### src/rtl/mem_rw_arbiter_pkg.sv
`default_nettype none
// ============================================================================
// Module   : mem_rw_arb_pkg
// Purpose  : Shared types and helpers for the memory read/write arbiter.
//            - state_t    : arbiter FSM states
//            - dir_t      : direction of the most recent burst
//            - beat_cnt_w : width of a counter able to hold 0..max_burst
// Revision : 1.0 - initial release
// ============================================================================
package mem_rw_arb_pkg;

  typedef enum logic [1:0] {
    IDLE  = 2'd0,
    WRITE = 2'd1,
    READ  = 2'd2,
    TURN  = 2'd3
  } state_t;

  typedef enum logic {
    DIR_WR = 1'b0,
    DIR_RD = 1'b1
  } dir_t;

  function automatic int beat_cnt_w(input int max_burst);
    return $clog2(max_burst + 1);
  endfunction

endpackage
`default_nettype wire

### src/rtl/mem_rw_arbiter_if.sv
`default_nettype none
// ============================================================================
// Module   : mem_rw_arbiter_if
// Purpose  : Bundles the write requester, read requester and single-port RAM
//            signals seen by the arbiter.
//            slave  : arbiter view (requests and mem_rdata in; grants,
//                     strobes, read data and busy out)
//            master : environment view (requesters + RAM)
// Revision : 1.0 - initial release
// ============================================================================
interface mem_rw_arbiter_if #(
  parameter int AW = 8,
  parameter int DW = 8
);
  // Write requester
  logic          wr_req;
  logic [AW-1:0] wr_addr;
  logic [DW-1:0] wr_data;
  logic          wr_gnt;
  // Read requester
  logic          rd_req;
  logic [AW-1:0] rd_addr;
  logic          rd_gnt;
  logic          rd_valid;
  logic [DW-1:0] rd_data;
  // Memory side
  logic          mem_wr;
  logic          mem_rd;
  logic [AW-1:0] mem_addr;
  logic [DW-1:0] mem_wdata;
  logic [DW-1:0] mem_rdata;
  // Status
  logic          busy;

  modport slave (
    input  wr_req, wr_addr, wr_data, rd_req, rd_addr, mem_rdata,
    output wr_gnt, rd_gnt, rd_valid, rd_data,
           mem_wr, mem_rd, mem_addr, mem_wdata, busy
  );

  modport master (
    output wr_req, wr_addr, wr_data, rd_req, rd_addr, mem_rdata,
    input  wr_gnt, rd_gnt, rd_valid, rd_data,
           mem_wr, mem_rd, mem_addr, mem_wdata, busy
  );

endinterface
`default_nettype wire

### src/rtl/mem_rw_turn_timer.sv
`default_nettype none
// ============================================================================
// Module   : mem_rw_turn_timer
// Purpose  : Loadable down-counter timing the bus turnaround gap. A load
//            starts the gap; o_done is high during the last gap cycle, so a
//            gap lasts exactly TURN_CYC cycles.
// Ports    : clk, rst  - clock / synchronous active-high reset
//            i_load    - start a new gap (next cycle is the first gap cycle)
//            o_done    - current cycle is the final gap cycle
// Revision : 1.0 - initial release
// ============================================================================
module mem_rw_turn_timer #(
  parameter int TURN_CYC = 1
) (
  input  wire  clk,
  input  wire  rst,
  input  logic i_load,
  output logic o_done
);

  localparam int CW = $clog2(TURN_CYC + 1);
  localparam logic [CW-1:0] c_LOAD_VAL = CW'(TURN_CYC - 1);

  logic [CW-1:0] r_cnt;
  logic          r_active;

  always_ff @(posedge clk) begin
    if (rst) begin
      r_cnt    <= '0;
      r_active <= 1'b0;
    end else if (i_load) begin
      r_cnt    <= c_LOAD_VAL;
      r_active <= 1'b1;
    end else if (r_active) begin
      if (r_cnt == '0) begin
        r_active <= 1'b0;
      end else begin
        r_cnt <= r_cnt - CW'(1);
      end
    end
  end

  assign o_done = r_active && (r_cnt == '0);

endmodule
`default_nettype wire

### src/rtl/mem_rw_arbiter.sv
`default_nettype none
// ============================================================================
// Module   : mem_rw_arbiter
// Purpose  : Shares a single-port RAM between a write and a read requester.
//            Strobes never overlap, every burst is followed by a TURN_CYC
//            idle gap, bursts are capped at MAX_BURST beats when the other
//            side is waiting, and ties alternate direction.
// Ports    : clk, rst       - clock / synchronous active-high reset
//            bus (slave)    - wr_req/wr_addr/wr_data/wr_gnt,
//                             rd_req/rd_addr/rd_gnt/rd_valid/rd_data,
//                             mem_wr/mem_rd/mem_addr/mem_wdata/mem_rdata,
//                             busy
// Revision : 1.0 - initial release
// ============================================================================
module mem_rw_arbiter
  import mem_rw_arb_pkg::*;
#(
  parameter int AW        = 8,
  parameter int DW        = 8,
  parameter int MAX_BURST = 4,
  parameter int TURN_CYC  = 1
) (
  input  wire               clk,
  input  wire               rst,
  mem_rw_arbiter_if.slave   bus
);

  localparam int BW = beat_cnt_w(MAX_BURST);
  localparam logic [BW-1:0] c_LAST_BEAT = BW'(MAX_BURST - 1);

  state_t        r_state;
  dir_t          r_last_dir;
  logic [BW-1:0] r_beat_cnt;
  logic          r_rd_valid;

  logic          w_wr_beat;
  logic          w_rd_beat;
  logic          w_wr_exit;
  logic          w_rd_exit;
  logic          w_turn_done;
  logic [AW-1:0] w_mem_addr;
  logic [DW-1:0] w_mem_wdata;

  // A beat happens whenever the active direction's requester is asking.
  assign w_wr_beat = (r_state == WRITE) && bus.wr_req;
  assign w_rd_beat = (r_state == READ)  && bus.rd_req;

  // A burst ends when its requester lets go, or when the final allowed beat
  // is taken while the opposite requester is waiting.
  assign w_wr_exit = (r_state == WRITE) &&
                     (!bus.wr_req || ((r_beat_cnt == c_LAST_BEAT) && bus.rd_req));
  assign w_rd_exit = (r_state == READ) &&
                     (!bus.rd_req || ((r_beat_cnt == c_LAST_BEAT) && bus.wr_req));

  mem_rw_turn_timer #(
    .TURN_CYC (TURN_CYC)
  ) u_turn_timer (
    .clk    (clk),
    .rst    (rst),
    .i_load (w_wr_exit || w_rd_exit),
    .o_done (w_turn_done)
  );

  always_ff @(posedge clk) begin
    if (rst) begin
      r_state    <= IDLE;
      r_last_dir <= DIR_RD;
      r_beat_cnt <= '0;
      r_rd_valid <= 1'b0;
    end else begin
      r_rd_valid <= w_rd_beat;
      case (r_state)
        IDLE: begin
          // On a tie, the side that did not go last wins.
          if (bus.wr_req && (!bus.rd_req || (r_last_dir == DIR_RD))) begin
            r_state <= WRITE;
          end else if (bus.rd_req) begin
            r_state <= READ;
          end
        end
        WRITE: begin
          if (w_wr_exit) begin
            r_state    <= TURN;
            r_last_dir <= DIR_WR;
            r_beat_cnt <= '0;
          end else if (r_beat_cnt == c_LAST_BEAT) begin
            r_beat_cnt <= '0;  // unopposed: keep streaming
          end else begin
            r_beat_cnt <= r_beat_cnt + BW'(1);
          end
        end
        READ: begin
          if (w_rd_exit) begin
            r_state    <= TURN;
            r_last_dir <= DIR_RD;
            r_beat_cnt <= '0;
          end else if (r_beat_cnt == c_LAST_BEAT) begin
            r_beat_cnt <= '0;
          end else begin
            r_beat_cnt <= r_beat_cnt + BW'(1);
          end
        end
        TURN: begin
          r_beat_cnt <= '0;
          if (w_turn_done) begin
            r_state <= IDLE;
          end
        end
        default: r_state <= IDLE;
      endcase
    end
  end

  always_comb begin
    w_mem_addr  = '0;
    w_mem_wdata = '0;
    if (r_state == WRITE) begin
      w_mem_addr  = bus.wr_addr;
      w_mem_wdata = bus.wr_data;
    end else if (r_state == READ) begin
      w_mem_addr  = bus.rd_addr;
    end
  end

  assign bus.wr_gnt    = w_wr_beat;
  assign bus.mem_wr    = w_wr_beat;
  assign bus.rd_gnt    = w_rd_beat;
  assign bus.mem_rd    = w_rd_beat;
  assign bus.mem_addr  = w_mem_addr;
  assign bus.mem_wdata = w_mem_wdata;
  assign bus.rd_valid  = r_rd_valid;
  assign bus.rd_data   = bus.mem_rdata;
  assign bus.busy      = (r_state != IDLE);

endmodule
`default_nettype wire

### src/flat_wrapper.sv
// flat-port wrapper written by rule: the top's interface ports become plain ports
module mem_rw_arbiter_flat import mem_rw_arb_pkg::*;
#(
  parameter int AW        = 8,
  parameter int DW        = 8,
  parameter int MAX_BURST = 4,
  parameter int TURN_CYC  = 1
)
  (clk, rst, bus_wr_req, bus_wr_addr, bus_wr_data, bus_rd_req, bus_rd_addr, bus_mem_rdata, bus_wr_gnt, bus_rd_gnt, bus_rd_valid, bus_rd_data, bus_mem_wr, bus_mem_rd, bus_mem_addr, bus_mem_wdata, bus_busy);
  mem_rw_arbiter_if #(.AW(AW), .DW(DW)) bus_i ();
  input  wire clk;
  input  wire rst;
  input wire logic [$bits(bus_i.wr_req)-1:0] bus_wr_req;
  input wire logic [$bits(bus_i.wr_addr)-1:0] bus_wr_addr;
  input wire logic [$bits(bus_i.wr_data)-1:0] bus_wr_data;
  input wire logic [$bits(bus_i.rd_req)-1:0] bus_rd_req;
  input wire logic [$bits(bus_i.rd_addr)-1:0] bus_rd_addr;
  input wire logic [$bits(bus_i.mem_rdata)-1:0] bus_mem_rdata;
  output wire logic [$bits(bus_i.wr_gnt)-1:0] bus_wr_gnt;
  output wire logic [$bits(bus_i.rd_gnt)-1:0] bus_rd_gnt;
  output wire logic [$bits(bus_i.rd_valid)-1:0] bus_rd_valid;
  output wire logic [$bits(bus_i.rd_data)-1:0] bus_rd_data;
  output wire logic [$bits(bus_i.mem_wr)-1:0] bus_mem_wr;
  output wire logic [$bits(bus_i.mem_rd)-1:0] bus_mem_rd;
  output wire logic [$bits(bus_i.mem_addr)-1:0] bus_mem_addr;
  output wire logic [$bits(bus_i.mem_wdata)-1:0] bus_mem_wdata;
  output wire logic [$bits(bus_i.busy)-1:0] bus_busy;
  assign bus_i.wr_req = bus_wr_req;
  assign bus_i.wr_addr = bus_wr_addr;
  assign bus_i.wr_data = bus_wr_data;
  assign bus_i.rd_req = bus_rd_req;
  assign bus_i.rd_addr = bus_rd_addr;
  assign bus_i.mem_rdata = bus_mem_rdata;
  assign bus_wr_gnt = bus_i.wr_gnt;
  assign bus_rd_gnt = bus_i.rd_gnt;
  assign bus_rd_valid = bus_i.rd_valid;
  assign bus_rd_data = bus_i.rd_data;
  assign bus_mem_wr = bus_i.mem_wr;
  assign bus_mem_rd = bus_i.mem_rd;
  assign bus_mem_addr = bus_i.mem_addr;
  assign bus_mem_wdata = bus_i.mem_wdata;
  assign bus_busy = bus_i.busy;
  mem_rw_arbiter #(.AW(AW), .DW(DW), .MAX_BURST(MAX_BURST), .TURN_CYC(TURN_CYC)) u_core (.clk(clk), .rst(rst), .bus(bus_i));
endmodule
### config.mk
export PLATFORM = sky130hd
export DESIGN_NAME = mem_rw_arbiter_flat
export DESIGN_NICKNAME = d
export VERILOG_FILES = /design/src/rtl/mem_rw_arbiter_pkg.sv /design/src/rtl/mem_rw_arbiter_if.sv /design/src/rtl/mem_rw_turn_timer.sv /design/src/rtl/mem_rw_arbiter.sv /design/src/flat_wrapper.sv
export SDC_FILE = /design/constraint.sdc
export NUM_CORES = 1
export LEC_CHECK = 0
export BUFFER_PORTS_ARGS = -buffer_cell sky130_fd_sc_hd__buf_4
export CORE_MARGIN = 2
export CORE_UTILIZATION = 36
export CTS_BUF_LIST = sky130_fd_sc_hd__clkbuf_4 sky130_fd_sc_hd__clkbuf_8 sky130_fd_sc_hd__clkbuf_16
export DETAILED_ROUTE_END_ITERATION = 8
export GPL_ROUTABILITY_DRIVEN = 0
export PLACE_DENSITY = 0.86
export SLEW_MARGIN = 20
export SYNTH_ARGS = -nofsm -noshare
export SYNTH_HDL_FRONTEND = slang
export SYNTH_SLANG_ARGS = --single-unit
export TNS_END_PERCENT = 5
### constraint.sdc
create_clock -name clk -period 2.3 [get_ports clk]
set_input_delay 0.69 -clock clk [delete_from_list [all_inputs] [get_ports clk]]
set_output_delay 0.69 -clock clk [all_outputs]
set_load 0.03 [all_outputs]
# == Word-level counts from Yosys, hierarchy flattened ==
# Cells that the tools add are included.
# W data, S select, Z words.
# totals
latchBits,0
regBits,9
ramBits,0
in_bits,36
output_inout_bits,30
wordCells,58
mem_count,0
romBits,0
# op_classes
div,0
n_bitwise,1
multipliers,0
magnitude_cmp,0
n_eq_ne,8
n_addsub,2
muxes,20
n_reduce_logical,21
shifts,0
# op_table
operator,count
$mux W8,3
$mux W2,5
$mux W3,3
$pmux W3 S3,1
$logic_and A1 B1 Y1,8
$pmux W2 S4,1
$mux W1,6
$eq A2 B2 Y1 const B,2
$logic_or A1 B1 Y1,4
$ne A2 B1 Y1 const B,2
$reduce_and A4 Y1,1
$reduce_bool A2 Y1,2
$add A3 B1 Y3 const B,1
$eq A3 B2 Y1 const B,1
$ne A3 B2 Y1 const B,1
$reduce_and A3 Y1,1
$reduce_bool A3 Y1,1
$eq A2 B1 Y1 const B,1
$logic_not A1 Y1,2
$logic_not A2 Y1,1
$ne A2 B2 Y1 const B,1
$pmux W1 S2,1
$reduce_or A2 Y1,1
$not A1 Y1,1
$sub A1 B1 Y1 const B,1

# == Depth between registers and ports, before layout ==
# logic_depth
ltp_word,6
mapped_depth,7
mapped_depth_nobuf,7

# == By module ==
# A second synthesis with hierarchy kept.
# hier_totals
hier_cells,94
area_unflattened_um2,744.5
# modules_own_cells
mod,cells_per_inst,seq_area_each_um2,area_per_inst_um2,n_inst
mem_rw_arbiter,92,140.1,710.7,1
mem_rw_turn_timer,2,20.0,33.8,1

# == Least setup slack after synthesis ==
# OpenSTA, ideal clock, no wires.
# synth_timing
path_kind,register -> output
startpoint,register u_core.r_state[1]
endpoint,output bus_mem_addr[3]
t_arrival_ns,1.698
required_time_ns,1.610
path_stages_with_launch,6
setup_slack_ns,-0.088
n_path_buf,2
path_cell_list,dfxtp_1 inv_1 ha_1 clkbuf_1 clkbuf_1 o21ai_0
# synth_between
elab_chain_cells,3
elab_cells_between_ends,4
classes_between,2 x eq/ne; 2 x mux
# synth_rtl
item,line,rtl
"start, declared",mem_rw_arbiter.sv:31,state_t r_state;
"start signal, assigned",mem_rw_arbiter.sv:66,r_state <= IDLE;
"start signal, assigned",mem_rw_arbiter.sv:76,r_state <= WRITE;
"start signal, assigned",mem_rw_arbiter.sv:78,r_state <= READ;
$eq A2 B2 Y1,mem_rw_arbiter.sv:120,end else if (r_state == READ) begin
$mux W8,mem_rw_arbiter.sv:120,
$mux W8 *,mem_rw_arbiter.sv:117,if (r_state == WRITE) begin
"end, declared",flat_wrapper.sv:25,output wire logic [$bits(bus_i.mem_addr)-1:0] bus_mem_addr;
# Mark *: on every way between the ends. The rest lies on a longest branch, timed or not.

# == Worst setup path after layout ==
# layout_timing
startpoint,register u_core.r_state[1]
endpoint,output bus_mem_wr
# layout_between
elab_chain_cells,2
# layout_rtl
item,line,rtl
$eq A2 B1 Y1,mem_rw_arbiter.sv:45,assign w_wr_beat = (r_state == WRITE) && bus.wr_req;
$logic_and A1 B1 Y1,mem_rw_arbiter.sv:45,
"end, declared",flat_wrapper.sv:23,output wire logic [$bits(bus_i.mem_wr)-1:0] bus_mem_wr;
# Every way passes these cells.

==> qor.txt <==
Final nets = 179
Met3 WL post-DR = 277 µm
Min cycle time layout = 2.22 ns
Worst skew pair latency = 0.26 ns
Critical path class = flop to output port
Area after DPL = 1050 µm²
Detailed Route WL = 1.99 mm
Cell Pwr Density = 1200 nW/µm²
Highest routed layer = met4
DP Worst Slack = 0.261 ns
Post-CTS Hold Buffers = 0
Routed length per placed instance = 12.3 µm
Buffers and inverters on the worst path = 3
Layout Skew = 0.00440 ns
CP Launch Type = flop
Post-route setup TNS = 0 ns
Internal Dissipation = 629 µW
Part of the power in registers = 15.7%
Root buffer cell = clkbuf_4
Sw power = 656 µW
Kind of cell adding the most delay to the critical path = buffers and inverters
Slowest CP cell = dfxtp_1
Sequential share of the synthesized area = 22.1%
Clock buffer depth = 2
Routed via count = 793
Post-route DRC = 0
First-pass GRT wire length = 3.09 mm
Crit path top cell by count = buf_4
# diodes = 0
Finish-stage setup viols = 0
Die X = 48.9 µm
Gate power share = 75.8%
DRT Pass-1 Iters = 6
Largest cells by area after synthesis = dfxtp_1 22%, buf_4 10%, ha_1 10%
Crit-path cells = inv_1 -> ha_1 -> buf_4 -> and2_1 -> buf_4
CTS tree = done
RSZ-0062 raised after global routing = true
Cts bufs inserted = 3
Syn. warnings = 0
Worst setup margin = 0.0830 ns
Largest family of logic cells by synthesized area = simple AND/OR/NAND/NOR gates
Tcrit/Tclk final = 96.4%
Required @ worst endpoint = 1.61 ns
Relative slew slack = 70.2%
Status = finished clean
CTS Sinks = 8
Total of max-cap violations = 0
Area of the core = 1920 µm²
Clock transition at path regs = 0.05 ns
Synth Area in Adders = 10.4%
Fmax = 451 MHz
Compound-Gate Fraction of Synth Area = 20.0%
Post-synthesis net count = 138
EDFF count, synth = 0
Static leakage = 0.000555 µW
Flops & latches, synth = 8
Total congestion overflow = 0
Drt initial violations = 11
Post-Synth XOR/XNOR Area = 0%
Synth top area share = 22.1%
Simple-gate share of the synthesized area = 29.4%
Final Hold Vio Count = 0
Post-route ant nets = 0
Number of top-level pins = 66
I/O Buffers = 49
Final Cell Area = 1070 µm²
Die area = 2390 µm²
Largest net degree at the start of global routing = 22
H-tree levels = 1
CP Capture Type = output port
Slowest stage delay, CP = 0.37 ns
Mux contribution to synthesized area = 1.38%
Mapped Cells = 96
CP arrival = 1.53 ns
WL met1 = 748 µm
Largest fanout on the critical path = 21
Max-slew violation count = 0
Async SR Flop Fraction = 0%
Syn Area/Cell = 7.55 µm²
Worst-Margin Slew = 0.443 ns
Fill cell count = 167
Gr usage total = 16.5%
Routed wl met2 = 934 µm
Via density = 4.90
Syn Std Cell Area = 724 µm²
Layout cells sized above 1 = 43.0%
Worst Hold Class = flop to flop
Post-DP HPWL = 1.61 mm
Post-synth top area cell = dfxtp_1
Initial Util = 37.7%
P&R area growth vs syn = 47.8%
Top_reg_cell synth = dfxtp_1
Row cnt = 16
Vias in the first global route = 735
Synth cell types = 27
Die Y = 48.9 µm
Sw frac = 51.0%
Worst ir drop on vdd = 0.607 mV
Initial antenna violation count = 0
Clock share of power = 8.5%
-- cells in the mapped netlist (2+ instances only) --
library cell and n:
buf_4 10, nand2_1 10, and2_1 9, dfxtp_1 8, a22o_1 7, inv_1 7
nor2_1 7, ha_1 6, a21oi_1 5, clkbuf_1 4, nand2b_1 3, o21ai_0 3
nand3b_1 2, nor2b_1 2
-- power by group through the flow --
stage	Combinational [µW]	Sequential [µW]	Clock (µW)
final	975	202	109
after CTS	977	201	110
after global placement	940	202	0
after detailed placement	968	203	0
after floorplan	685	203	0
after global routing	1050	206	116
-- tightest hold or removal path, delay by kind of cell, from the launching register on --
family,cells,cell delay (ns)
AND/OR/NAND/NOR,1,0.05
AO/OA/AOI/OAI,1,0.06
flip-flops,1,0.31
-- flip-flops by register name (all words and copies together) (netlist names) --
name and count:
u_core.bus.rd_valid 1, u_core.r_beat_cnt 3, u_core.r_last_dir 1, u_core.r_state 2
u_core.u_turn_timer.r_active 1
-- per-stage QoR --
step                hold slack [ns]  power, µW  util [%]  cells
floorplan                     0.440        888         -     96
global placement              0.448       1140      54.4    159
CTS                           0.472       1290      55.7    162
global route                  0.486       1370      55.7    162
detailed placement            0.464       1170      54.4    159
finish                        0.473       1290      55.7    162
-- cell usage in the layout, fill, tap and decap left out, types with 2 or more instances in the layout --
| cell type | instances |
|---|---|
| inv_1 | 7 |
| buf_4 | 51 |
| ha_1 | 6 |
| nand3b_1 | 2 |
| a21oi_1 | 5 |
| dfxtp_1 | 8 |
| o21ai_0 | 2 |
| nor2_1 | 7 |
| nand2b_1 | 3 |
| and2_1 | 9 |
| nand2_1 | 10 |
| clkbuf_4 | 3 |
| a22o_1 | 7 |
-- per-layer routing --
metal  up-vias  GRT usage, %
li1        395             -
met1       351          16.2
met2        44          29.7
met3         3          7.36
met4         0          7.14
met5         -             0
-- layout make-up --
type | count | area, µm² | area share [%]
multi-input cells | 66 | 445 | 41.6
repair buffers | 51 | 383 | 35.7
flip-flops and latches | 8 | 160 | 15.0
well taps | 27 | 33.8 | 3.15
inverters | 7 | 26.3 | 2.45
clock buffers | 3 | 22.5 | 2.10
-- path summary, 6_finish.rpt --
kind,startpoint,endpoint,slack [ns],cells past startpoint
setup / recovery,u_core.r_state[1]$_SDFFE_PP0P_,bus_mem_wr,0.08,5
hold reg to reg,u_core.r_beat_cnt[1]$_SDFFE_PP0P_,u_core.r_beat_cnt[1]$_SDFFE_PP0P_,0.47,2
setup reg to reg,u_core.r_state[0]$_SDFFE_PP0P_,u_core.r_state[1]$_SDFFE_PP0P_,0.50,8
hold / removal,u_core.r_beat_cnt[1]$_SDFFE_PP0P_,u_core.r_beat_cnt[1]$_SDFFE_PP0P_,0.47,2
-- what timing repair did --
item / CTS / global route
endpoints found under the hold margin: 0 / 0
endpoints found under the setup margin: 7 / 3
setup buffers: 0 / 0
resized for setup: 1 / 0
-- kinds of logic (layout without fill, tap and decap cells) --
group | after synthesis | in the layout
and+or+nand+nor | 39 | 39
buffers and inverters | 22 | 61
AOI/OAI and AO/OA | 20 | 20
muxes | 1 | 1
DFF | 8 | 8
adders and majority gates | 6 | 6
Note: power is estimated with default switching activity, not from simulation.
